==> src/rtl/pipeline_hazard_ctrl.sv <==
// Stall/flush scheduler for the 5-stage pipeline: RAW hazard detection, data-memory wait states,
// branch flushes and saturating perf counters. Optional macro FORWARDING_EN limits stalls to load-use.
module pipeline_hazard_ctrl #(
    parameter int unsigned MEM_WAIT_CYCLES = 4,
    parameter int unsigned CNT_W           = 16
) (
    input  logic             clk,
    input  logic             rst_n,
    input  logic [3:0]       id_src1,
    input  logic [3:0]       id_src2,
    input  logic             id_use_src1,
    input  logic             id_two_src,
    input  logic [3:0]       exe_dest,
    input  logic             exe_wb_en,
    input  logic             exe_mem_r_en,
    input  logic [3:0]       mem_dest,
    input  logic             mem_wb_en,
    input  logic             mem_req,
    input  logic             branch_taken,
    output logic             freeze_pc,
    output logic             freeze_if_id,
    output logic             flush_if_id,
    output logic             bubble_id_ex,
    output logic             freeze_all,
    output logic             busy_state,
    output logic [CNT_W-1:0] stall_cycles,
    output logic [7:0]       flush_count
);

    localparam int unsigned WAIT_W = 8;
    localparam logic [WAIT_W-1:0] WAIT_LOAD = WAIT_W'(MEM_WAIT_CYCLES - 1);

    typedef enum logic {
        RUN      = 1'b0,
        MEM_WAIT = 1'b1
    } state_t;

    state_t             r_state;
    logic [WAIT_W-1:0]  r_wait_cnt;
    logic [CNT_W-1:0]   r_stall_cycles;
    logic [7:0]         r_flush_count;

    logic w_exe_match;
    logic w_hazard;
    logic w_freeze_all;
    logic w_freeze_pc;
    logic w_freeze_if_id;
    logic w_flush_if_id;
    logic w_bubble_id_ex;

    // Source-vs-destination compare; only operands the ID instruction actually reads count.
    assign w_exe_match = (id_use_src1 && (id_src1 == exe_dest)) ||
                         (id_two_src  && (id_src2 == exe_dest));

`ifdef FORWARDING_EN
    assign w_hazard = exe_wb_en && exe_mem_r_en && w_exe_match;
`else
    logic w_mem_match;
    assign w_mem_match = (id_use_src1 && (id_src1 == mem_dest)) ||
                         (id_two_src  && (id_src2 == mem_dest));
    assign w_hazard = (exe_wb_en && w_exe_match) || (mem_wb_en && w_mem_match);
`endif

    // Freeze is raised in the request cycle itself, then held while the wait counter is nonzero.
    always_comb begin
        w_freeze_all   = 1'b0;
        w_freeze_pc    = 1'b0;
        w_freeze_if_id = 1'b0;
        w_flush_if_id  = 1'b0;
        w_bubble_id_ex = 1'b0;
        if (r_state == RUN) begin
            w_freeze_all = mem_req;
        end else begin
            w_freeze_all = (r_wait_cnt != '0);
        end
        if (w_freeze_all) begin
            w_freeze_pc    = 1'b1;
            w_freeze_if_id = 1'b1;
        end else if (branch_taken) begin
            w_flush_if_id  = 1'b1;
            w_bubble_id_ex = 1'b1;
        end else if (w_hazard) begin
            w_freeze_pc    = 1'b1;
            w_freeze_if_id = 1'b1;
            w_bubble_id_ex = 1'b1;
        end
    end

    // Wait-state FSM; mem_req is not sampled in MEM_WAIT so one access triggers one wait.
    always_ff @(posedge clk or negedge rst_n) begin
        if (!rst_n) begin
            r_state    <= RUN;
            r_wait_cnt <= '0;
        end else begin
            case (r_state)
                RUN: begin
                    if (mem_req) begin
                        r_state    <= MEM_WAIT;
                        r_wait_cnt <= WAIT_LOAD;
                    end
                end
                MEM_WAIT: begin
                    if (r_wait_cnt != '0) begin
                        r_wait_cnt <= r_wait_cnt - WAIT_W'(1);
                    end else begin
                        r_state <= RUN;
                    end
                end
                default: begin
                    r_state    <= RUN;
                    r_wait_cnt <= '0;
                end
            endcase
        end
    end

    always_ff @(posedge clk or negedge rst_n) begin
        if (!rst_n) begin
            r_stall_cycles <= '0;
            r_flush_count  <= '0;
        end else begin
            if (w_freeze_pc && (r_stall_cycles != '1)) begin
                r_stall_cycles <= r_stall_cycles + CNT_W'(1);
            end
            if (w_flush_if_id && (r_flush_count != 8'hFF)) begin
                r_flush_count <= r_flush_count + 8'(1);
            end
        end
    end

    assign freeze_pc    = w_freeze_pc;
    assign freeze_if_id = w_freeze_if_id;
    assign flush_if_id  = w_flush_if_id;
    assign bubble_id_ex = w_bubble_id_ex;
    assign freeze_all   = w_freeze_all;
    assign busy_state   = (r_state == MEM_WAIT);
    assign stall_cycles = r_stall_cycles;
    assign flush_count  = r_flush_count;

endmodule

==> config.mk <==
export PLATFORM = sky130hd
export DESIGN_NAME = pipeline_hazard_ctrl
export DESIGN_NICKNAME = d
export VERILOG_FILES = /design/src/rtl/pipeline_hazard_ctrl.sv
export SDC_FILE = /design/constraint.sdc
export NUM_CORES = 1
export LEC_CHECK = 0
export CAP_MARGIN = 20
export CORE_ASPECT_RATIO = 0.75
export CORE_UTILIZATION = 25
export DETAILED_ROUTE_END_ITERATION = 6
export DONT_BUFFER_PORTS = 1
export RECOVER_POWER = 50
export SYNTH_ARGS = -nofsm -noshare
export SYNTH_HDL_FRONTEND = slang
export SYNTH_SLANG_ARGS = --single-unit
export TNS_END_PERCENT = 20
==> constraint.sdc <==
create_clock -name clk -period 2.6 [get_ports clk]
set_clock_uncertainty 0.1 [all_clocks]
set_input_delay 0.26 -clock clk [delete_from_list [all_inputs] [get_ports clk]]
set_output_delay 0.26 -clock clk [all_outputs]
set_load 0.01 [all_outputs]
# After elaboration in Yosys (flattened, before gate mapping)
# Index checks and enable logic that the tools add are counted.
# classes
addsub,3
n_eq_ne,8
muxes,14
n_bitwise,1
reduce_logical,13
# ops
op,n
"16-bit by 1-bit adder with 16-bit output, second input constant",1
4-bit == test,4
8-bit two-way mux,2
"16-bit != test, second input constant",1
8-bit case mux with 2 select lines,1
1-bit two-way mux,10
"8-bit by 1-bit adder with 8-bit output, second input constant",1
1-bit logical AND,8
"8-bit != test, second input constant",1
8-bit nonzero test,1
"8-bit by 1-bit subtractor with 8-bit output, second input constant",1
1-bit logical OR,3
"2-bit by 1-bit != test with 1-bit output, second input constant",1
"2-bit != test, second input constant",1
1-bit case mux with 2 select lines,1
2-bit AND reduction,1
1-bit NOT,1
# totals
reg_bits,33
inputBits,25
output_inout_bits,30

# Logic depth before layout (Yosys ltp)
# logic_depth
depth_word,9
mapped_depth,9

# Worst setup path before layout
# No wires, ideal clock.
# synth_path
path_kind,reg2reg
start,register r_stall_cycles[0] (netlist: stall_cycles[0])
end,register r_stall_cycles[1] (netlist: stall_cycles[1])
arrival_ps,1763
required_ps,2375
setup_slack_ps,612
stages_incl_launch_ff,10
path_buffers,2
synth_period_minus_slack_ps,1988
cell_sequence,dfrtp_1 > ha_1 > and2_1 > clkbuf_1 > nand2_1 > nor2_1 > nand2_1 > buf_2 > nand2_1 > mux2_2
# synth_via
elab_chain_len,2
elab_cells_between_ends,3
classes_between,add/sub: 1; eq/ne: 1; reduce/logical: 1
# synth_lines
item,line_no,text
from (decl),40,logic [CNT_W-1:0] r_stall_cycles;
from (signal assigned),123,r_stall_cycles <= r_stall_cycles + CNT_W'(1);
"parallel branches: the longest is 2 deep, another holds 16-bit by 1-bit adder with 16-bit output",-,
# Parallel ways; which one is timed is not known.
# A chain may end at the register's enable or synchronous reset.

# Worst setup path in the final report
# layout_path
start,register r_wait_cnt[4]
end,output bubble_id_ex
# layout_via
elab_chain_len,3
# layout_lines
item,line_no,text
from (decl),39,logic [WAIT_W-1:0] r_wait_cnt;
from (signal assigned),104,r_wait_cnt <= r_wait_cnt - WAIT_W'(1);
8-bit nonzero test,74,w_freeze_all = (r_wait_cnt != '0);
1-bit two-way mux,71,if (r_state == RUN) begin
named net freeze_all,24,"output logic freeze_all,"
1-bit two-way mux,76,if (w_freeze_all) begin
to (decl),23,"output logic bubble_id_ex,"
# The timed path passes the listed nets, and every way through them passes these cells.

==> flow_summary.json <==
{
  "status": "finished clean",
  "drive_above_1_share_pct": 11.0,
  "area_growth_pct": 11.8,
  "numCtsBuffers": 5,
  "final-seq-area_um2": 826,
  "wire_per_inst_um": 14.7,
  "fin_hold_ws_ps": 61.2,
  "synth-main-ff-cell": "dfrtp_1",
  "grt_overflow": 0,
  "hp-class": "in2reg",
  "worstSkewPairLatency_ps": 280,
  "cp_data_required_time_ps": 2240,
  "cts.path.max_buffers": 2,
  "pre_cts_slack_ps": 403,
  "ys_ff_latch": 33,
  "grt_max_degree": 34,
  "dp_hpwl_um": 3210,
  "yosysTopAreaCellShare_pct": 44.7,
  "yosys_warnings": 0,
  "synth.distinct_cells": 36,
  "max_freq_ghz": 0.424,
  "grt_pass1_wl_um": 6980,
  "drc_errors": 0,
  "slowest_delay_ps": 450,
  "syn_nets": 205,
  "async_reset_ff_share_pct": 100,
  "end_kind": "output port",
  "finalCriticalPeriod_ps": 2360,
  "diodes": 0,
  "die_h_um": 76.5,
  "vias_per_cell": 4.67,
  "crit_fanout": 6,
  "finalSetupTns_ps": 0,
  "n_fill_cell": 725,
  "cts_tree": "built",
  "synth_common_cells": "dfrtp_1, xnor2_1, xor2_1",
  "path_class": "reg2out",
  "setup_ws_ps": 242,
  "gr-usage-all-layers_pct": 11.7,
  "ant_nets": 0,
  "syn_area_um2": 1850,
  "final_cell_area_um2": 2070,
  "placed_area_um2": 1960,
  "p_per_area_nw_per_um2": 964,
  "finalSetupViolCount": 0,
  "std_cell_rows": 26,
  "clk_pin_slew_ps": 60,
  "path_cells": "nor4_4 > a31oi_4 > nor2_4 > inv_1 > a21oi_1",
  "antenna_found_initial": 0,
  "p_leak_uw": 0.000851,
  "grt_pass1_vias": 1363,
  "critPathBufInv": 1,
  "min_period_over_period_pct": 90.7,
  "postCtsSetupRepairBufs": 0,
  "fin_cells": 280,
  "wl_um": 4100,
  "final_hold_viol_count": 0,
  "gp_congestion": 0.709,
  "slowest_stage": "dfrtp_1",
  "multi_input_area_um2": 965,
  "core_area_um2": 6990,
  "ioPinCount": 55,
  "synth_area_leaders": "dfrtp_1, xnor2_1, xor2_1",
  "die_width_um": 101,
  "synthCells": 176,
  "drt-initial-drc-count": 45,
  "die_area_um2": 7750,
  "ctsHtreeMaxLevel": 2,
  "slew_viol_final": 0,
  "worstPathArrival_ps": 2000,
  "dp_cells": 271,
  "ys_seq_area_share_pct": 44.7,
  "clkSinkCount": 33,
  "rsz0062_at_grt": "no",
  "post-synth-top-count-cell": "dfrtp_1",
  "critPathTopFamily": "simple AND/OR/NAND/NOR gates",
  "root_buffer": "clkbuf_8",
  "slew-limit-headroom_pct": 0.814,
  "nets": 211,
  "via_count": 1308,
  "first_pass_iters": 4,
  "drv_cap": 0,
  "synth-edff-count": 0,
  "synth_top_cell_by_area": "dfrtp_1",
  "start_kind": "flop",
  "ir_drop_uv": 394,
  "tightest_slew_ps": 1490,
  "io_buffers": 0,
  "initial_utilization_pct": 26.4,
  "syn-mean-instance-area_um2": 10.5
}
[stage by stage]
stage	total power (uW)	utilization [%]
after detailed placement	1610	28.0
after global routing	2160	29.6
after global placement	1580	28.0
after CTS	2020	29.7
final	1990	29.6
after floorplan	1450	-
[where the power goes]
| part | leakage (uW) | total (uW) | switching [uW] | internal, uW |
|---|---|---|---|---|
| logic | 0.000388 | 668 | 378 | 290 |
| registers | 0.000419 | 937 | 263 | 674 |
| clock network | 0.0000443 | 387 | 177 | 210 |
[cell usage in the layout (no fill, tap or decap), types with 3 or more instances in the layout]
cell type   n
and3_1      5
inv_1       6
dfrtp_1    33
nor2_1     11
xor2_1     18
a21oi_1     4
nand2_1    11
buf_4       3
nand4_1    14
ha_1        4
nand3_1     6
and2_1      3
clkbuf_8    6
xnor2_1    23
nor3_1      6
[flip-flops by register name, summed over array words and instances, names as in the netlist]
register and cells:
busy_state 1, flush_count 8, r_wait_cnt 8, stall_cycles 16
[final cells by class]
type                            instances  area share (%)
Multi-Input combinational cell        131            46.7
Inverter                                6            1.09
Timing Repair Buffer                    5            2.18
Clock buffer                            7            4.18
Sequential cell                        33            40.0
Tap cell                               98            5.93
[per-layer routing]
metal	GRT usage [%]	vias up	wire length (um)	share of wire (%)
li1	-	631	-	-
met1	16.2	644	2000	49
met2	16.8	31	1840	45
met3	4.22	2	239	5.8
met4	3.91	0	17	0.41
met5	0	-	0	0
[timing repair]
| item | 4_1_cts | 5_1_grt |
|---|---|---|
| endpoints found under the hold margin | 33 | 0 |
| gates resized for setup | 0 | 0 |
| hold buffers | 2 | 0 |
[worst register-to-register path, cell delays in order (launching register included)]
cell and delay [ps]:
dfrtp_1 480, and4_1 250, and2_1 190, and4_4 220
nand2_1 80, nor3b_1 420, o2111a_1 250, xor2_1 140
[path summary, 6_finish.rpt]
kind | from | to | slack, ps | cells after the start
hold reg to reg | r_wait_cnt[0] | r_wait_cnt[0] | 400 | 1
min in group asynchronous | rst_n | flush_count[5] | 880 | 2
hold / removal | mem_req | r_wait_cnt[1] | 60 | 2
max in group asynchronous | rst_n | stall_cycles[14] | 650 | 2
setup / recovery | r_wait_cnt[4] | bubble_id_ex | 240 | 5
setup reg to reg | stall_cycles[3] | stall_cycles[15] | 390 | 7
[kinds of logic (layout without fill, tap and decap cells)]
kind of cell	Yosys count	count (layout)	synth area share, %
flip-flops	33	33	44.7
AO/OA/AOI/OAI	16	16	6.90
XOR/XNOR	41	41	19.4
buffers and inverters	12	18	3.18
adder cells (fa/ha/maj)	4	4	2.71
AND/OR/NAND/NOR	68	68	21.9
multiplexers	2	2	1.22
Power figures use the tool's default switching activity.
==> edit: new RTL, same flow settings <==
`CNT_W`: 16 -> 32.
--- a/src/rtl/pipeline_hazard_ctrl.sv
+++ b/src/rtl/pipeline_hazard_ctrl.sv
@@ -4,3 +4,3 @@
     parameter int unsigned MEM_WAIT_CYCLES = 4,
-    parameter int unsigned CNT_W           = 16
+    parameter int unsigned CNT_W           = 32
 ) (
Ports: changed (resized stall_cycles); port bits go from 55 to 71. No check against the original RTL was run, so the function may have changed too.
==> edit against the unedited design <==
- total power rose by 26%
- area after synthesis rose by 40%
- count of clock-buffer cells in the layout down 2
- combinational power rose by 9.4%
- worst setup slack lost 0.14 ns
- routed wire length grew 47%
- sequential cell count increased by 16
- cell area rose by 52%
- non-clock buffer count rose by 27
- largest power group unchanged
==> edit: results (changes against the unedited design) <==
DR vias 1,943 (+49%); Seq/Total Area, Yosys 0.473 (+0.0269); GRT Resource Usage Total 0.119 (+0.00132); # port buffers 0 (unchanged); initial antenna violation count 0 (unchanged); Clk Latency, worst-skew pair 0.30 ns (+0.02 ns); placed cells 407 (+50%); Nets 315 (+49%); R2R Path Start r_wait_cnt[5]$_DFFE_PN0P_; Non-Filler Instances 419 (+50%); Power, Total 0.00251 W (+26%); 1st-pass router iterations 4 (unchanged); status finished, final reports clean; CP endpoint flush_count[6]$_DFFE_PN0P_; number of CTS-inserted buffers 5 (unchanged); Syn Nets 282 (+38%); DP Area 2950 um2 (+51%); Crit Path Max Fanout 6 (unchanged); Internal 0.00162 W (+38%); drt initial violations 95 (+110%); Tmin final 2.50 ns (+0.141 ns); Longest Clk Path Bufs 2 (unchanged); Syn Area/Cell 10.2 um2 (-2.6%); Fillers 1,048 (+45%); Netlist cell types 39 (+8.3%); Reg2Reg Setup Slack 0.10 ns (-0.29 ns); number of flops mapped to enable cells by yosys 0 (unchanged); DP HPWL 4.60 mm (+43%); first-pass GRT wire length 10.1 mm (+45%); Max IR drop VDD 0.235 mV (-40%); YS warnings 0 (unchanged); GP Congestion 0.796 (+12%); Slew headroom 0.163 (+0.155); Critical Path AT 2.57 ns (+0.57 ns); Leak 1.46 nW (+71%); top cells by area, synth dfrtp_1 47%, xor2_1 12%, xnor2_1 7.1%, nor2_1 3.0%, nand4_1 2.9%; max reg flops 32 (+16); r2r worst-path depth 8 (+1); Root Driver clkbuf_16; CTS clk-pin slew, worst paths ~0.070 ns; HP Class input pin to flop; CTS H-tree depth 2 (unchanged); layout cells sized above 1 0.181 (+0.0713); vias in the first global route 2,061 (+51%); Placement Setup Slack 0.0810 ns (-0.322 ns); FFs w/ async S/R, synth 1.00 (unchanged); diode count 0 (unchanged); largest net degree at the start of global routing 50 (+47%); Critical Path Start r_wait_cnt[5]$_DFFE_PN0P_; final WL 6.04 mm (+47%); Post-synth top cells 49 x dfrtp_1, 36 x xor2_1, 21 x nor2_1, 21 x xnor2_1, 17 x nand2_1
-- edit: cell type report --
class,instances,area [um2],share of cell area
Tap cell,132,165,0.0527
Clock inverter,3,28.8,0.00919
Clock buffer,5,125,0.0399
Sequential cell,49,1230,0.391
Inverter,9,36.3,0.0116
Timing Repair Buffer,32,253,0.0807
Multi-Input combinational cell,189,1300,0.415
-- edit: cells by family (layout without fill, tap and decap cells) --
group	Yosys count	in the layout	synth area share
compound gates	14	14	0.0459
simple gates	112	112	0.235
mux	2	2	0.00870
xor+xnor	57	57	0.193
buf+inv	15	49	0.0251
fa+ha+maj	4	4	0.0193
flops	49	49	0.473
-- edit: layer usage --
layer / vias up / GRT usage / part of all wire
met5: - / 0 / 0
met4: 0 / 0.0344 / 0.014
met3: 8 / 0.0571 / 0.091
met2: 60 / 0.193 / 0.45
met1: 930 / 0.138 / 0.44
li1: 945 / - / -
-- edit: worst min-delay path by stage --
stage	depth (start not counted)	slack, ns	startpoint	endpoint
2_1_floorplan	0	-0.14	rst_n	busy_state$_DFF_PN0_
3_3_place_gp	0	-0.13	rst_n	stall_cycles[12]$_DFFE_PN0P_
3_5_place_dp	0	-0.13	rst_n	stall_cycles[10]$_DFFE_PN0P_
4_1_cts	2	0.05	mem_req	r_wait_cnt[1]$_DFFE_PN0P_
5_1_grt	2	0.07	mem_req	r_wait_cnt[1]$_DFFE_PN0P_
6_report	2	0.05	mem_req	r_wait_cnt[1]$_DFFE_PN0P_
-- edit: worst max-delay path: stages, from the launching register on --
cell and delay (ns):
dfrtp_1 0.40, or4_4 0.58, o41ai_4 0.24, and2_4 0.23, inv_4 0.07, nor3_4 0.27
and3_1 0.21, nand4_1 0.11, xnor2_1 0.15
-- edit: what timing repair did --
| item | CTS | global route |
|---|---|---|
| hold endpoints to repair | 49 | 0 |
| buffers inserted | 0 | 2 |
| gates resized for setup | 0 | 0 |
| hold buffers | 2 | 0 |
| endpoints found under the setup margin | 0 | 1 |
-- edit: through the flow --
stage               hold slack, ns  utilization
floorplan                   -0.136            -
global placement            -0.135        0.299
detailed placement          -0.135        0.299
CTS                         0.0535        0.319
global route                0.0672        0.318
finish                      0.0508        0.318
-- edit: power groups by stage --
stage | registers [W] | logic [W] | clock network [W]
global route | 0.00112 | 0.000831 | 0.000742
floorplan | 0.00111 | 0.000461 | 0
global placement | 0.00110 | 0.000696 | 0
CTS | 0.00110 | 0.000742 | 0.000708
detailed placement | 0.00111 | 0.000720 | 0
finish | 0.00109 | 0.000731 | 0.000690
